===== config.mk =====
export PLATFORM = sky130hd
export DESIGN_NAME = rca_word_sequencer
export DESIGN_NICKNAME = d
export VERILOG_FILES = /design/src/rtl/rca_word_sequencer.sv
export SDC_FILE = /design/constraint.sdc
export NUM_CORES = 1
export LEC_CHECK = 0
export BUFFER_PORTS_ARGS = -buffer_cell sky130_fd_sc_hd__buf_2
export CORE_ASPECT_RATIO = 0.9
export CORE_MARGIN = 10
export CORE_UTILIZATION = 50
export CTS_CLUSTER_DIAMETER = 200
export DETAILED_ROUTE_END_ITERATION = 6
export PLACE_DENSITY = 0.71
export SETUP_SLACK_MARGIN = 0.3
export SLEW_MARGIN = 20
export SYNTH_ARGS = -nofsm -noshare
export SYNTH_HDL_FRONTEND = slang
export SYNTH_SLANG_ARGS = --single-unit

===== constraint.sdc =====
create_clock -name clk -period 9.05 [get_ports clk]
set_clock_uncertainty 0.15 [all_clocks]
set_input_delay 0.4525 -clock clk [delete_from_list [all_inputs] [get_ports clk]]
set_output_delay 0.4525 -clock clk [all_outputs]
set_load 0.02 [all_outputs]

===== src/rtl/rca_word_sequencer.sv =====
// Multi-cycle wide adder: one shared N-bit ripple-carry adder processes the operands a chunk per cycle, LSB first.
// Optional subtraction (op_sub port) is compiled in when RCA_SEQ_SUB_EN is defined.
module rca_word_sequencer #(
   parameter int N     = 4,
   parameter int WORDS = 4
) (
   input  logic               clk,
   input  logic               rst,
   input  logic               start_valid,
   output logic               start_ready,
   input  logic [N*WORDS-1:0] a,
   input  logic [N*WORDS-1:0] b,
   input  logic               c_in,
`ifdef RCA_SEQ_SUB_EN
   input  logic               op_sub,
`endif
   output logic               result_valid,
   input  logic               result_ready,
   output logic [N*WORDS-1:0] sum,
   output logic               c_out,
   output logic               overflow,
   output logic               busy
);

   localparam int W    = N * WORDS;
   localparam int IDXW = (WORDS > 1) ? $clog2(WORDS) : 1;

   typedef enum logic [1:0] {IDLE, RUN, DONE} state_t;

   state_t          state_q, state_d;
   logic [IDXW-1:0] idx_q, idx_d;
   logic            carry_q, carry_d;
   logic [W-1:0]    a_q, a_d;
   logic [W-1:0]    b_q, b_d;
   logic [W-1:0]    sum_q, sum_d;
   logic            c_out_q, c_out_d;
   logic            ovf_q, ovf_d;

   logic [W-1:0]    b_src;
   logic            cin_src;

   logic [N-1:0]    rca_x, rca_y, rca_s;
   logic [N:0]      rca_c;

   // Subtraction is A + ~B + 1, so the inversion happens once at accept time.
`ifdef RCA_SEQ_SUB_EN
   assign b_src   = op_sub ? ~b : b;
   assign cin_src = op_sub ? 1'b1 : c_in;
`else
   assign b_src   = b;
   assign cin_src = c_in;
`endif

   assign rca_x    = a_q[idx_q*N +: N];
   assign rca_y    = b_q[idx_q*N +: N];
   assign rca_c[0] = carry_q;

   generate
      for (genvar gi = 0; gi < N; gi++) begin : g_fa
         assign rca_s[gi]   = rca_x[gi] ^ rca_y[gi] ^ rca_c[gi];
         assign rca_c[gi+1] = (rca_x[gi] & rca_y[gi]) | (rca_c[gi] & (rca_x[gi] ^ rca_y[gi]));
      end
   endgenerate

   always_comb begin
      state_d = state_q;
      idx_d   = idx_q;
      carry_d = carry_q;
      a_d     = a_q;
      b_d     = b_q;
      sum_d   = sum_q;
      c_out_d = c_out_q;
      ovf_d   = ovf_q;
      case (state_q)
         IDLE: begin
            if (start_valid) begin
               a_d     = a;
               b_d     = b_src;
               carry_d = cin_src;
               idx_d   = '0;
               state_d = RUN;
            end
         end
         RUN: begin
            sum_d[idx_q*N +: N] = rca_s;
            carry_d             = rca_c[N];
            if (idx_q == IDXW'(WORDS - 1)) begin
               // Signed overflow comes from the top chunk's last two carries.
               c_out_d = rca_c[N];
               ovf_d   = rca_c[N] ^ rca_c[N-1];
               idx_d   = '0;
               state_d = DONE;
            end else begin
               idx_d = idx_q + 1'b1;
            end
         end
         DONE: begin
            if (result_ready) begin
               state_d = IDLE;
            end
         end
         default: state_d = IDLE;
      endcase
   end

   always_ff @(posedge clk or posedge rst) begin
      if (rst) begin
         state_q <= IDLE;
         idx_q   <= '0;
         carry_q <= 1'b0;
         a_q     <= '0;
         b_q     <= '0;
         sum_q   <= '0;
         c_out_q <= 1'b0;
         ovf_q   <= 1'b0;
      end else begin
         state_q <= state_d;
         idx_q   <= idx_d;
         carry_q <= carry_d;
         a_q     <= a_d;
         b_q     <= b_d;
         sum_q   <= sum_d;
         c_out_q <= c_out_d;
         ovf_q   <= ovf_d;
      end
   end

   assign start_ready  = (state_q == IDLE);
   assign busy         = (state_q != IDLE);
   assign result_valid = (state_q == DONE);
   assign sum          = sum_q;
   assign c_out        = c_out_q;
   assign overflow     = ovf_q;

endmodule


==> metrics.yaml, run 1 <==
post_drt_via_cell_ratio: 5.41
cp_cell_sequence: "buf_4 > mux4_2 > inv_1 > fa_1 > inv_1 > fa_1 > fa_1 > nor4bb_1 > mux2_2"
cell_pwr_density_mw_per_mm2: 409
routabilityCongestion: 0.738
synthFlopType: "dfrtp_1"
combinational_fraction_of_design_power: 0.545
postSynthNetCount: 229
cts-resized-gates: 0
routed_length_per_placed_instance_um: 17.5
clock_latency_ns: 0.30
syn_avg_cell_area_um2: 14.8
worst-r2r-setup-slack_ns: 5.63
layout.cell_area.non_filler_mm2: 0.00309
timing.critical_path.from_type: "register"
drive_gt1_frac: 0.496
yosys_warnings: 0
design.final.nets: 286
drt_first_pass_iters: 4
intPower_uw: 762
placed_cells_incl_taps: 299
ys_ff_latch: 55
leak_pwr_uw: 0.00148
worst-endpoint-required_ns: 9.15
timing_hold_violations_final: 0
cts_tree: "built"
grt_max_degree: 56
post-route-drc-count: 0
grt_pass1_vias: 1766
layout-area-overhead-vs-synth_pct: 14.8
hold_class: "input pin to asynchronous set/reset pin"
crit_path_frequent_cell: "fa_1"
achievable-frequency_mhz: 293
cts.repair_timing.setup_buffer_count: 0
final_cell_count_no_fill: 307
synth_cells: 182
dieArea_mm2: 0.00873
io_buffers: 57
cpMaxStageDelayCell: "dfrtp_1"
critical-path-max-stage-delay_ns: 0.62
synth_edf_count: 0
timing.max_slew.rel_slack: 0.543
worst-endpoint-arrival_ns: 3.52
clockPowerShare: 0.105
placed_area_mm2: 0.00301
synth_largest_type_area_fraction: 0.511
postRouteAntennaNets: 0
place_hpwl_um: 4000
crit_path_max_fanout: 12
cts.path.max_buffers: 2
groute.usage.overall: 0.125
clk_root_buffer_cell: "clkbuf_8"
dr.first_iter.drc_count: 68
synthArstFlopShare: 1.00
rsz0062_at_grt: "no"
final_max_slew_viol_count: 0
synthDominantAreaCellType: "dfrtp_1"
maxCapViolCount: 0
grt_pass1_wl_um: 9010
die_height_um: 89.7
criticalPathCategory: "register to register"
grt_antenna_before_repair: 0
cell_types_with_the_largest_area_share_after_synthesis: "dfrtp_1 (51%), mux2_2 (17%), mux4_2 (6.7%)"
coreArea_mm2: 0.00522
io_pins: 58
cts_h_tree_depth: 2
yosys.cell_types.count: 31
ir_worst_vdd_uv: 218
mappedNetlistArea_mm2: 0.00270
cts.sinks: 55
rows: 25
worst_slew_pin_slew_ns: 0.685
setup.worst_path.end_class: "register"
clk_pin_slew_worst_paths_ns: 0.10
die_width_um: 97.4
min_period_over_period: 0.377
fin_tns_setup_ns: 0
antenna_cells_inserted: 0
critical_path.top_delay_family: "adder cells"
outcome: "completed"
cts_buffers: 5
routed_wirelength_um: 5390
timing.hold.ws_ns: 0.170
post_cts_hold_buffer_count: 0
power_switching_uw: 502
synth.yosys.seq_area_share: 0.511
period_minus_slack_ns: 3.42
setup_viol: 0
power_frac_seq: 0.350
grt_remaining_overflow: 0
initial_util: 0.516
power.share.switching: 0.397
routed-via-count: 1660
critPathBufInv: 3
## cell families after synthesis
| family | count (synthesis) | share of synthesized area |
|---|---|---|
| compound gates | 14 | 0.0450 |
| xor+xnor | 1 | 0.00325 |
| fa+ha+maj | 10 | 0.0576 |
| buf+inv | 23 | 0.0473 |
| flops | 55 | 0.511 |
| mux | 50 | 0.242 |
| simple gates | 29 | 0.0938 |
## synthesized netlist by cell type, drive strengths merged, types with 2 or more instances
library cell  instances
a22o                  5
a32o                  4
and4b                 4
buf                   8
clkbuf                2
dfrtp                55
fa                    4
ha                    6
inv                  13
mux2                 42
mux4                  8
nand3b                5
nor2                  2
nor2b                 4
nor3b                 2
nor4b                 2
nor4bb                6
## final timing paths
path / from / endpoint / cells past startpoint
worst max register to register: idx_q[0]$_DFFE_PP0P_ / sum[15]$_DFFE_PP0P_ / 9
worst min register to register: sum[1]$_DFFE_PP0P_ / sum[1]$_DFFE_PP0P_ / 1
max in group asynchronous: rst / b_q[0]$_DFFE_PP0P_ / 3
worst min-delay path: rst / a_q[11]$_DFFE_PP0P_ / 3
min in group clk: result_ready / state_q[1]$_DFFE_PP0P_ / 2
worst max-delay path: idx_q[0]$_DFFE_PP0P_ / sum[15]$_DFFE_PP0P_ / 9
## metal layers
| metal | part of all wire | wire length, um | up-vias | track usage |
|---|---|---|---|---|
| met5 | 0 | 0 | - | 0 |
| met4 | 0.0089 | 48 | 0 | 0.0317 |
| met3 | 0.067 | 361 | 5 | 0.0436 |
| met2 | 0.46 | 2450 | 48 | 0.187 |
| met1 | 0.47 | 2520 | 831 | 0.171 |
| li1 | - | - | 776 | - |
## cells in the final DEF (no fill, tap or decap), drive strengths merged, types with 4 or more instances in the layout
master,n
a32o,4
inv,13
and4b,4
nor4bb,6
ha,6
a22o,5
mux4,8
fa,4
nand3b,5
clkbuf,6
mux2,42
dfrtp,55
buf,60
nor2b,4
## layout make-up
| cell class | instances | area, um^2 |
|---|---|---|
| clock buffer | 6 | 72.6 |
| timing repair buffer | 60 | 308 |
| tap | 67 | 83.8 |
| clock inverter | 2 | 12.5 |
| sequential | 55 | 1380 |
| multi-input combinational | 104 | 1190 |
| fill | 432 | 2130 |
| inverter | 13 | 48.8 |
## flip-flops by register name, indices dropped and copies added (netlist names)
| name | count |
|---|---|
| overflow | 1 |
| c_out | 1 |
| sum | 16 |
| b_q | 16 |
| a_q | 16 |
| state_q | 2 |
| carry_q | 1 |
| idx_q | 2 |
## per-stage QoR
stage	utilization	setup slack [ns]	total power (uW)
global route	0.592	5.36	1370
finish	0.592	5.63	1260
detailed placement	0.576	5.63	1150
floorplan	-	5.96	970
global placement	0.576	5.69	1140
CTS	0.592	5.58	1280
## worst min-delay path, stage by stage
cell	delay, ns
buf_2	0.10
inv_2	0.04
buf_4	0.54
## power groups by stage
| stage | Clock, uW | Sequential, uW | Combinational [uW] |
|---|---|---|---|
| 2_1_floorplan | 0 | 441 | 529 |
| 3_3_place_gp | 0 | 451 | 687 |
| 3_5_place_dp | 0 | 450 | 697 |
| 4_1_cts | 135 | 445 | 700 |
| 5_1_grt | 146 | 460 | 761 |
| 6_report | 133 | 443 | 689 |
(Power assumes the default switching activity.)
==> inputs of run 2 (changes only) <==
- clock period: 9.05 -> 3.25 ns (I/O delays scaled with it)
==> run 2 against run 1 <==
Sequential share of layout area fell by 4.9 points. Register-to-register slack got worse by 5.4 ns. First-iteration DRC count grew 1.5%. Worst hold slack worse by 0.13 ns. Combinational power grew to 3.0 times the previous value. Setup slack lost 5.4 ns. Sequential power grew to 2.7 times the previous value. Power grew to 2.9 times the previous value. Design area is 13% higher. Critical path depth stayed put. Via count rose by 11%. Global-route usage rose by 2.1 points.
==> metrics.yaml, run 2 (same netlist as run 1, synthesis figures left out) <==
outcome: "completed"
timing.hold.ws_ns: 0.0387  # -0.131 ns
cts_tree: "built"
final_max_slew_viol_count: 0  # unchanged
groute.usage.overall: 0.147  # +0.0213
timing.critical_path.from_type: "register"
routed_wirelength_um: 6090  # +13%
fillers: 375  # -13%
worst-endpoint-required_ns: 3.30  # -5.85 ns
cell_pwr_density_mw_per_mm2: 1050  # +160%
die_width_um: 97.4  # unchanged
cts_h_tree_depth: 2  # unchanged
layout-area-overhead-vs-synth_pct: 29.2
antenna_cells_inserted: 0  # unchanged
layout.cells.most_common_list: "buf_2 (57), dfrtp_1 (54), mux2_2 (40), dlygate4sd3_1 (34), inv_1 (10)"
dr.first_iter.drc_count: 69  # +1.5%
clock_latency_ns: 0.31  # about the same
grt_max_degree: 39  # -30%
io_buffers: 57  # unchanged
rsz0062_at_grt: "yes"
place_hpwl_um: 4220  # +5.4%
cts.sinks: 55  # unchanged
drive_gt1_frac: 0.466  # -0.0299
detail_route.wirelength.met1_um: 2570  # +1.8%
initial_util: 0.516  # unchanged
min_period_over_period: 0.914  # +0.537
dieArea_mm2: 0.00873  # unchanged
io_pins: 58  # unchanged
routed_length_per_placed_instance_um: 17.6  # +0.39%
design.final.nets: 325  # +14%
routed-via-count: 1839  # +11%
hold_class: "input pin to register"
grt_pass1_wl_um: 10500  # +16%
drt_first_pass_iters: 6  # +2
clk_pin_slew_worst_paths_ns: 0.09  # about the same
grt_pass1_vias: 2083  # +18%
cts.path.max_buffers: 2  # unchanged
period_minus_slack_ns: 2.97  # -0.444 ns
fin_worst_setup_slack_ns: 0.279  # -5.36 ns
worst-endpoint-arrival_ns: 3.02  # -0.50 ns
coreArea_mm2: 0.00522  # unchanged
die_height_um: 89.7  # unchanged
preCtsSetupSlack_ns: 0.0744  # -5.55 ns
met3WireLength_um: 298  # -17%
achievable-frequency_mhz: 337  # +15%
setup_viol: 0  # unchanged
leak_pwr_uw: 0.00164  # +11%
criticalPathCategory: "register to register"
routabilityCongestion: 0.742  # +0.57%
timing_hold_violations_final: 0  # unchanged
worst_slew_pin_slew_ns: 0.789  # +0.104 ns
fin_tns_setup_ns: 0  # unchanged
routed.top_layer: "met4"
maxCapViolCount: 0  # unchanged
postRouteAntennaNets: 0  # unchanged
layout.cells.most_common: "buf_2"
ir_worst_vdd_uv: 615  # +180%
post_drt_via_cell_ratio: 5.32  # -1.7%
post-route-drc-count: 0  # unchanged
crit_path_max_fanout: 4  # -8
clk_root_buffer_cell: "clkbuf_8"
grt_remaining_overflow: 0  # unchanged
rows: 25  # unchanged
met2RoutedLength_um: 3100  # +26%
setup.worst_path.end_class: "register"
timing.max_slew.rel_slack: 0.473  # -0.0700
grt_antenna_before_repair: 0  # unchanged
cts_buffers: 5  # unchanged
==> run 2: changes by cell type in the layout (fill, tap and decap cells not counted), sizes merged <==
cell         before  now
buf              60   65
clkbuf            6    7
clkinvlp          1    0
dlygate4sd3       0   34
==> run 2: metal layers <==
metal,up-vias,GRT usage
li1,856,-
met1,923,0.168
met2,48,0.258
met3,12,0.0390
met4,0,0.0607
met5,-,0
==> run 2: final cells by class <==
type                       instances  area [um^2]  area share
clock buffer                       7         76.3      0.0219
clock inverter                     1         5.00     0.00144
inverter                          13         48.8      0.0140
multi-input combinational        104         1200       0.345
sequential                        55         1380       0.396
tap                               67         83.8      0.0241
timing repair buffer              99          689       0.198
==> run 2: worst paths after layout <==
path / slack [ns] / to / cells after the start / from
setup / recovery: 0.28 / sum[7]$_DFFE_PP0P_ / 9 / idx_q[0]$_DFFE_PP0P_
hold / removal: 0.04 / carry_q$_DFFE_PP0P_ / 3 / c_in
setup reg to reg: 0.28 / sum[7]$_DFFE_PP0P_ / 9 / idx_q[0]$_DFFE_PP0P_
hold reg to reg: 0.34 / sum[3]$_DFFE_PP0P_ / 1 / sum[3]$_DFFE_PP0P_
max in group asynchronous: 1.80 / idx_q[0]$_DFFE_PP0P_ / 4 / rst
min in group asynchronous: 0.40 / a_q[4]$_DFFE_PP0P_ / 3 / rst
==> run 2: where the power goes <==
group	total [uW]	internal [uW]	leakage [uW]	switching, uW
Clock	362	152	0.0000422	210
Sequential	1210	1000	0.000679	214
Combinational	2100	1100	0.000922	1000
==> run 2: critical path: stages, from the launching register on <==
cell     delay [ns]
dfrtp_2        0.46
mux4_2         0.35
inv_2          0.04
fa_2           0.35
fa_2           0.34
inv_2          0.06
fa_2           0.20
fa_2           0.46
and4b_1        0.19
mux2_2         0.25
==> run 2: per-stage QoR <==
stage	instance area, um^2	std cells	utilization	power [uW]
after CTS	3480	346	0.666	3690
final	3480	346	0.667	3670
after detailed placement	3040	302	0.581	3230
after floorplan	2700	182	-	2720
after global placement	3040	302	0.581	3180
after global routing	3480	346	0.667	3970
==> run 2: repair_timing <==
action	in CTS	in global routing
hold buffers	34	0
setup endpoints to repair	5	5
gates resized for setup	4	1
buffers inserted	2	0
endpoints found under the hold margin	70	0
pin swaps	3	0
